`src/rtl/cascade_counter.sv`:
```
// Cascaded multi-stage digit counter with per-stage moduli, up/down stepping,
// range-checked parallel load, optional saturation at the limit, and an alarm compare.
module cascade_counter #(
    parameter int                     STAGES   = 4,
    parameter int                     DW       = 6,
    parameter logic [STAGES*DW-1:0]   MODS     = {6'd24, 6'd60, 6'd60, 6'd10},
    parameter bit                     SATURATE = 1'b0
) (
    input  logic                   clk,
    input  logic                   rst,
    input  logic                   en,
    input  logic                   dir,
    input  logic                   load,
    input  logic [STAGES*DW-1:0]   load_val,
    input  logic [STAGES*DW-1:0]   alarm_val,
    output logic [STAGES*DW-1:0]   cnt,
    output logic [STAGES-1:0]      co,
    output logic                   at_limit,
    output logic                   load_err,
    output logic                   alarm
);

    for (genvar g = 0; g < STAGES; g++) begin : g_mod_check
        if (MODS[g*DW +: DW] < DW'(2)) begin : g_bad_mod
            $error("cascade_counter: every stage modulus must be at least 2");
        end
    end

    logic [STAGES*DW-1:0] r_cnt;
    logic                 r_load_err;
    logic                 r_alarm;
    logic                 r_match_q;

    logic [STAGES-1:0]    w_term;
    logic [STAGES-1:0]    w_pref;
    logic [STAGES-1:0]    w_bad;
    logic [STAGES-1:0]    w_co;
    logic [STAGES*DW-1:0] w_load;
    logic [STAGES*DW-1:0] w_next;
    logic                 w_hold;
    logic                 w_adv;
    logic                 w_match;

    // NOTE: every signal gets a default before the loops, so no path leaves a latch.
    always_comb begin
        logic [DW-1:0] v_cur;
        logic [DW-1:0] v_mod;
        logic          v_run;
        logic          v_carry;

        w_term  = '0;
        w_pref  = '0;
        w_bad   = '0;
        w_co    = '0;
        w_load  = '0;
        w_next  = r_cnt;
        v_cur   = '0;
        v_mod   = '0;
        v_run   = 1'b1;

        for (int i = 0; i < STAGES; i++) begin
            v_cur     = r_cnt[i*DW +: DW];
            v_mod     = MODS[i*DW +: DW];
            w_term[i] = dir ? (v_cur == v_mod - 1'b1) : (v_cur == '0);
            v_run     = v_run & w_term[i];
            w_pref[i] = v_run;
            w_bad[i]  = (load_val[i*DW +: DW] >= v_mod);
            w_load[i*DW +: DW] = w_bad[i] ? '0 : load_val[i*DW +: DW];
        end

        w_hold  = SATURATE & w_pref[STAGES-1] & en;
        w_adv   = en & ~w_hold & ~load;
        v_carry = w_adv;

        // Ripple the step enable upward; a stage moves only when all lower stages are terminal.
        for (int i = 0; i < STAGES; i++) begin
            v_cur = r_cnt[i*DW +: DW];
            v_mod = MODS[i*DW +: DW];
            if (v_carry) begin
                if (dir) begin
                    w_next[i*DW +: DW] = w_term[i] ? '0 : v_cur + 1'b1;
                end else begin
                    w_next[i*DW +: DW] = w_term[i] ? v_mod - 1'b1 : v_cur - 1'b1;
                end
            end
            v_carry = v_carry & w_term[i];
            w_co[i] = v_carry;
        end
    end

    assign w_match = (r_cnt == alarm_val);

    // NOTE: registers use non-blocking assignments so every flop samples pre-edge values.
    always_ff @(posedge clk) begin
        if (rst) begin
            r_cnt      <= '0;
            r_load_err <= 1'b0;
            r_alarm    <= 1'b0;
            r_match_q  <= 1'b1;
        end else begin
            r_match_q  <= w_match;
            r_alarm    <= w_match & ~r_match_q;
            r_load_err <= load & (|w_bad);
            r_cnt      <= load ? w_load : w_next;
        end
    end

    assign cnt      = r_cnt;
    assign co       = w_co;
    assign at_limit = w_pref[STAGES-1];
    assign load_err = r_load_err;
    assign alarm    = r_alarm;

endmodule

```
`config.mk`:
```
export PLATFORM = sky130hd
export DESIGN_NAME = cascade_counter
export DESIGN_NICKNAME = d
export VERILOG_FILES = /design/src/rtl/cascade_counter.sv
export SDC_FILE = /design/constraint.sdc
export NUM_CORES = 1
export LEC_CHECK = 0
export BUFFER_PORTS_ARGS = -buffer_cell sky130_fd_sc_hd__buf_2
export CORE_ASPECT_RATIO = 2
export CORE_UTILIZATION = 45
export DETAILED_ROUTE_END_ITERATION = 8
export PLACE_DENSITY = 0.72
export SYNTH_ARGS = -nofsm -noshare
export SYNTH_HDL_FRONTEND = slang
export SYNTH_SLANG_ARGS = --single-unit
```
`constraint.sdc`:
```
create_clock -name clk -period 4.85 [get_ports clk]
set_clock_uncertainty 0.2 [all_clocks]
set_input_delay 1.2125 -clock clk [delete_from_list [all_inputs] [get_ports clk]]
set_output_delay 1.2125 -clock clk [all_outputs]
set_load 0.03 [all_outputs]
```
==> results of run 1 <==
-- registers in the layout, summed over array words and instances (netlist names) --
name and flops:
alarm 1, r_match_q 1, load_err 1, cnt 24
-- worst reg2reg max path, cell delays in order (launching register included) --
cell and delay [ns]:
dfxtp_1 0.39, inv_1 0.14, ha_1 0.26, or3b_2 0.51, a211o_1 0.38, a21oi_2 0.18, buf_4 0.19, or2_1 0.29
o221a_1 0.23
-- power by group --
part           total [mW]  switching [mW]  internal (mW)  leakage (nW)
clock               0.201          0.0889          0.112        0.0409
combinational       0.270           0.157          0.113          1.06
sequential          0.282          0.0446          0.237         0.223
total               0.752           0.291          0.462          1.33
-- per-layer routing --
| metal | global-route usage [%] | part of all wire (%) | vias up |
|---|---|---|---|
| met2 | 49.0 | 53 | 172 |
| met1 | 31.7 | 37 | 1412 |
| met4 | 14.5 | 3.2 | 0 |
| li1 | - | - | 1472 |
| met5 | 0 | 0 | - |
| met3 | 2.67 | 7.0 | 23 |
-- cells in the mapped netlist, drive strengths merged, types with 4 or more instances --
| library cell | count | area (µm²) |
|---|---|---|
| nand2b | 5 | 31.3 |
| nor4 | 7 | 50.1 |
| a32oi | 5 | 43.8 |
| o21ai | 14 | 70.1 |
| buf | 14 | 80.1 |
| a31oi | 13 | 81.3 |
| clkbuf | 23 | 86.3 |
| a211oi | 12 | 90.1 |
| or3 | 5 | 36.3 |
| and3 | 4 | 25.0 |
| xor2 | 14 | 123 |
| o31ai | 6 | 45.0 |
| nand3 | 15 | 75.1 |
| dfxtp | 27 | 541 |
| ha | 10 | 125 |
| nor2 | 28 | 105 |
| nand2 | 23 | 86.3 |
| a21oi | 25 | 129 |
| xnor2 | 22 | 193 |
| a221oi | 6 | 58.8 |
| inv | 14 | 52.6 |
| nor3 | 17 | 90.1 |
| nand4 | 9 | 56.3 |
| nor3b | 5 | 37.5 |
-- through the flow --
stage | setup slack [ns] | hold WS [ns] | total power [mW] | utilization [%]
4_1_cts | 0.397 | 0.187 | 0.751 | 54.5
5_1_grt | 0.320 | 0.199 | 0.790 | 54.5
6_report | 0.358 | 0.189 | 0.752 | 54.5
3_3_place_gp | 0.468 | 0.170 | 0.548 | 53.2
2_1_floorplan | 0.642 | 0.168 | 0.473 | -
3_5_place_dp | 0.402 | 0.175 | 0.551 | 53.2
-- logic make-up after synthesis --
family          Yosys count  share of synthesized area (%)
buf+inv                  52                           8.26
compound gates          105                           27.1
fa+ha+maj                10                           4.64
flops                    27                           20.0
xor+xnor                 36                           11.7
simple gates            135                           27.1
mux                       3                           1.11
-- area by class of cell --
type | instances | share of cell area (%)
clock buffers | 3 | 2.39
clock inverters | 1 | 0.159
inverters | 15 | 1.79
multi-input cells | 289 | 61.6
flip-flops and latches | 27 | 17.2
well taps | 61 | 2.43
repair buffers | 88 | 14.4
-- path summary, 6_finish.rpt --
check | startpoint | end | slack [ns] | cells after the start
worst min-delay path | r_match_q | alarm | 0.19 | 1
worst min register to register | r_match_q | alarm | 0.19 | 1
worst max register to register | cnt[1] | cnt[15] | 2.02 | 8
worst max-delay path | dir | co[2] | 0.36 | 5
-- cells in the final DEF (no fill, tap or decap), drive strengths merged, types with 3 or more instances in the layout --
| cell type | synthesis | layout |
|---|---|---|
| or3 | 5 | 5 |
| xor2 | 14 | 14 |
| nor3 | 17 | 17 |
| o31ai | 6 | 6 |
| o21a | 3 | 3 |
| a211oi | 12 | 12 |
| o211ai | 3 | 3 |
| and2 | 3 | 3 |
| buf | 14 | 88 |
| nand2 | 23 | 23 |
| a21oi | 25 | 25 |
| and4b | 3 | 3 |
| and3 | 4 | 4 |
| o21ai | 14 | 14 |
| xnor2 | 22 | 22 |
| nand2b | 5 | 5 |
| nand4 | 9 | 9 |
| nor3b | 5 | 5 |
| clkbuf | 23 | 3 |
| dfxtp | 27 | 27 |
| a32oi | 5 | 5 |
| inv | 14 | 14 |
| ha | 10 | 10 |
| nand4b | 3 | 3 |
| nand3 | 15 | 15 |
| mux2i | 3 | 3 |
| nor2 | 28 | 28 |
| a31oi | 13 | 13 |
| a311oi | 3 | 3 |
| a221oi | 6 | 6 |
| nor4 | 7 | 7 |
==> impl_results.md, run 1 <==
* Die Area at 0.00633 mm²
* First-pass GRT wire length at 13900 µm
* Rows at 39
* Synth async-reset ratio at 0%
* Yosys reg bits at 27
* Final setup viols at 0
* # IOs at 84
* Register area at 541 µm²
* CTS Hold Bufs at 0
* Later-pin clock latency in the skew report at 0.27 ns
* Pwr dens at 239 mW/mm²
* # diodes at 0
* Failing checks: design-rule violations
* Slew @ Worst Pin at 0.603 ns
* Main synth FF type: dfxtp_1
* Final hold vios at 0
* Static leakage at 1.33 nW
* Placed Cells incl. Taps at 480
* FILL cells at 597
* Final nets at 487
* Data arrival time of the critical path at 3.08 ns
* Gr ovfl total at 0
* Clk slew on worst S/H paths at 0.07 ns
* Worst hold path class: reg -> reg
* Via Count at 3079
* Largest net degree at the start of global routing at 46
* RSZ-0062 raised after global routing: false
* Fin Setup TNS at 0 ns
* Number of buffers added on ports at 83
* Most used cell, CP: buf_2
* EDFF count, synth at 0
* Final std cells w/o fill at 484
* Warnings from Yosys at 0
* CTS tree: built
* Synth Instances at 368
* Gpl congestion at 0.987
* Slowest CP cell: or3b_2
* Vias in the first global route at 2944
* Crit path launch type: input pin
* CTS Buf Count at 3
* Post-cts sizing count at 0
* DR pass1 iterations at 7
* # DRC at 15
* Max Cap Violations at 0
* Sequential-to-total area share from yosys stat at 20.0%
* Worst-path maximum fanout at 29
* Placeable core region at 0.00576 mm²
* WL/cell at 18.0 µm
* Clock sink count at 27
* Design area at 0.00314 mm²
* Critical path class: in -> out
* Outcome: finished with violations
* Starting density of the core at 46.8%
* Slew HR at 59.8%
* Dpl hpwl at 6570 µm
* Die Ht at 111 µm
* Achievable Freq at 223 MHz
* Initial antenna violation count at 0
* Peak supply drop at 0.135 mV
* DRT Wirelength at 8700 µm
* Clock Path Buffers at 2
* Clock root cell: clkbuf_16
* DRT antenna net count at 0
* Final worst-path cycle share at 92.6%
* Worst path bufs/invs at 2
* Avg Cell Area, Syn at 7.33 µm²
* Post-CTS setup buffer count at 0
* Cell Area, Synth at 0.00270 mm²
* Area growth syn-to-layout at 16.4%
* Area of the multi-input gates at 0.00193 mm²
* Total track usage at 27.6%
* Worst Setup End Kind: primary output
* Synth unique cells at 57
* CP delay by family, top: compound AO/OA/AOI/OAI gates
* Post-synth net total at 431
* Max stage delay on crit path at 0.56 ns
* Via density at 6.36
* Share of layout cells above drive strength 1 at 23.6%
* CP Cell Sequence: buf_2 > or3b_2 > a211o_1 > a221oi_2 > buf_2
* Placed Area at 0.00306 mm²
* H-tree levels at 1
* CP required at 3.44 ns
* Slew Viols, Final at 0
* Die Width at 56.7 µm
* Initial DRC count at 192
* Period minus WS final at 4.49 ns
(Power assumes the default switching activity.)
==> run 2, diff against run 1 <==
--- a/config.mk
+++ b/config.mk
@@ -5,11 +5,12 @@
 export SDC_FILE = /design/constraint.sdc
 export NUM_CORES = 1
 export LEC_CHECK = 0
+export ABC_AREA = 1
 export BUFFER_PORTS_ARGS = -buffer_cell sky130_fd_sc_hd__buf_2
 export CORE_ASPECT_RATIO = 2
 export CORE_UTILIZATION = 45
 export DETAILED_ROUTE_END_ITERATION = 8
-export PLACE_DENSITY = 0.72
+export PLACE_DENSITY = 0.71
 export SYNTH_ARGS = -nofsm -noshare
 export SYNTH_HDL_FRONTEND = slang
 export SYNTH_SLANG_ARGS = --single-unit
==> run 2 against run 1 <==
  * Sequential share of layout area is 0.54 points lower
  * Critical path type unchanged
  * Hold slack better by 0.0066 ns
  * Critical endpoint is now co[3]
  * Highest routed layer unchanged
  * Die area is 1.7% higher
  * Sequential power is 4% lower
  * The run still ends with design-rule violations left
  * Worst setup slack better by 0.39 ns
==> impl_results.md, run 2 <==
* Worst Reg-to-Reg Cells at 9 (+1)
* Area growth syn-to-layout at 18.1%
* Synth async-reset ratio at 0% (unchanged)
* Slew HR at 55.5% (-4.4 points)
* Via Count at 3367 (+9.4%)
* Avg Cell Area, Syn at 5.75 µm² (-21%)
* Most used cell, CP: buf_2
* Initial DRC count at 140 (-27%)
* Worst hold path class: reg -> reg
* CTS tree: built
* R2r setup slk at 2.56 ns (+0.54 ns)
* Most frequent cells in the layout: nand2_1, buf_2, nor2_1
* Gr ovfl total at 0 (unchanged)
* # IOs at 84 (unchanged)
* Final worst-path cycle share at 84.6% (-8.0 points)
* CTS Buf Count at 3 (unchanged)
* Clk slew on worst S/H paths at 0.07 ns (about the same)
* Placeable core region at 0.00581 mm² (+0.85%)
* Gpl congestion at 1.05 (+6.4%)
* Achievable Freq at 244 MHz (+9.5%)
* EDFF count, synth at 0 (unchanged)
* Clock sink count at 27 (unchanged)
* Warnings from Yosys at 0 (unchanged)
* Yosys reg bits at 27 (unchanged)
* Share of layout cells above drive strength 1 at 19.3% (-4.4 points)
* Max FFs per register at 24 (unchanged)
* # DRC at 7 (-8)
* Yosys top cell area share at 19.7% (-0.35 points)
* Static leakage at 1.70 nW (+28%)
* Critical path class: in -> out
* Worst path bufs/invs at 4 (+2)
* Most common cell after layout, fill and taps aside: nand2_1
* Final setup viols at 0 (unchanged)
* Clock Path Buffers at 2 (unchanged)
* Slowest CP cell: inv_2
* Post-synth top cells: nand2_1, nor2_1, inv_1, nand3_1, o21ai_0
* Max stage delay on crit path at 0.25 ns (-0.31 ns)
* Min-Delay Startpoint: r_match_q
* Synth Instances at 477 (+30%)
* Initial antenna violation count at 0 (unchanged)
* Post-cts sizing count at 0 (unchanged)
* Register area at 541 µm² (unchanged)
* Hold EP: alarm
* Worst r2r dst: cnt[12]
* Final nets at 614 (+26%)
* Most numerous cell in the Yosys netlist: nand2_1
* Largest net degree at the start of global routing at 21 (-54%)
* CTS Hold Bufs at 0 (unchanged)
* Starting density of the core at 47.3% (+0.43 points)
* Worst-path maximum fanout at 15 (-48%)
* Die Ht at 112 µm (+0.86%)
* Outcome: finished with violations
* Synth area leaders: dfxtp_1, nand2_1, nor2_1
* Clock root cell: clkbuf_16
* DRT antenna net count at 0 (unchanged)
* CP Cell Sequence: buf_2 > inv_2 > nand3_1 > nand2_1 > nand3_4 > inv_1 > nand3_2 > nor2_1 > buf_2
* H-tree levels at 1 (unchanged)
* Slew Viols, Final at 0 (unchanged)
* Die Width at 57.2 µm (+0.85%)
* Area of the multi-input gates at 0.00193 mm² (-0.45%)
* Vias in the first global route at 3280 (+11%)
* Pwr dens at 235 mW/mm² (-1.9%)
* Failing checks: design-rule violations
* CP delay by family, top: buffers and inverters
* Data arrival time of the critical path at 2.69 ns (-0.39 ns)
* Die Area at 0.00644 mm² (+1.7%)
* Synth unique cells at 35 (-39%)
* Cell Area, Synth at 0.00275 mm² (+1.8%)
* Post-CTS setup buffer count at 0 (unchanged)
* First-pass GRT wire length at 15400 µm (+10%)
* Post-synth net total at 540 (+25%)
* Worst hold path cell count at 1 (unchanged)
* Hold Worst Slack at 0.195 ns (+0.00660 ns)
* DRT Wirelength at 9860 µm (+13%)
* Period minus WS final at 4.10 ns (-0.388 ns)
* Placed Cells incl. Taps at 607 (+26%)
* Via density at 5.51 (-13%)
* Dpl hpwl at 7930 µm (+21%)
* Number of buffers added on ports at 83 (unchanged)
* Crit path launch type: input pin
* DR pass1 iterations at 6 (-1)
* # diodes at 0 (unchanged)
* Rows at 39 (unchanged)
* RSZ-0062 raised after global routing: false
* Slew @ Worst Pin at 0.667 ns (+0.0646 ns)
* Peak supply drop at 0.119 mV (-12%)
* Final std cells w/o fill at 611 (+26%)
* Cell type with the largest total area after synthesis: dfxtp_1
* CP required at 3.44 ns (about the same)
* Final hold vios at 0 (unchanged)
* Later-pin clock latency in the skew report at 0.27 ns (about the same)
* WL/cell at 16.1 µm (-10%)
* FILL cells at 657 (+10%)
* Max Cap Violations at 0 (unchanged)
* Main synth FF type: dfxtp_1
* Fin Setup TNS at 0 ns (unchanged)
* Worst Setup End Kind: primary output
* Sequential-to-total area share from yosys stat at 19.7% (-0.35 points)
* R2r startpoint: cnt[7]
* Total track usage at 31.4% (+3.9 points)
[run 2: layer usage]
layer	global-route usage, %	routed length (µm)	up-vias
met4	22.6	623	0
met2	59.7	5320	120
met5	0	0	-
met1	29.0	3450	1500
li1	-	-	1704
met3	4.38	469	43
[run 2: cell families (layout without fill, tap and decap cells)]
logic type                 Yosys count  in the layout  share of synthesized area [%]
and+or+nand+nor                    276            276                           44.1
AOI/OAI and AO/OA                   75             75                           14.4
buffers and inverters               67            140                           10.2
DFF                                 27             27                           19.7
xor gates and xnor gates            21             21                           6.70
adders and majority gates           10             10                           4.56
muxes                                1              1                          0.365
[run 2: cell type report]
type	count	area share [%]
clock buffers	4	2.43
flip-flops and latches	27	16.7
inverters	51	5.90
multi-input cells	383	59.4
well taps	61	2.35
repair buffers	85	13.3
[run 2: metrics by stage]
step | setup WS [ns] | area, µm² | total power [mW] | utilization, %
final | 0.746 | 3240 | 0.762 | 55.9
after global routing | 0.629 | 3240 | 0.806 | 55.9
after CTS | 0.765 | 3240 | 0.762 | 55.9
after detailed placement | 0.776 | 3160 | 0.564 | 54.5
after global placement | 0.801 | 3160 | 0.563 | 54.5
after floorplan | 0.851 | 2750 | 0.471 | -
[run 2: worst max-delay path by stage]
stage / slack (ns) / endpoint / start / depth (start not counted)
after CTS: 0.77 / co[3] / dir / 9
final: 0.75 / co[3] / dir / 9
after global placement: 0.80 / co[3] / dir / 9
after floorplan: 0.85 / co[3] / dir / 8
after detailed placement: 0.78 / co[3] / dir / 9
after global routing: 0.63 / co[3] / dir / 9
[run 2: worst reg2reg max path: cells and delay by family, from the launching register on]
family | cells | cell delay, ns
DFF | 1 | 0.43
AOI/OAI and AO/OA | 1 | 0.42
and+or+nand+nor | 5 | 0.66
buffers and inverters | 2 | 0.20
adders and majority gates | 1 | 0.28
[run 2: where the power goes]
part           internal (mW)  leakage (nW)  switching [mW]
clock                  0.113        0.0382          0.0862
sequential             0.237         0.223          0.0342
combinational          0.101          1.44           0.191
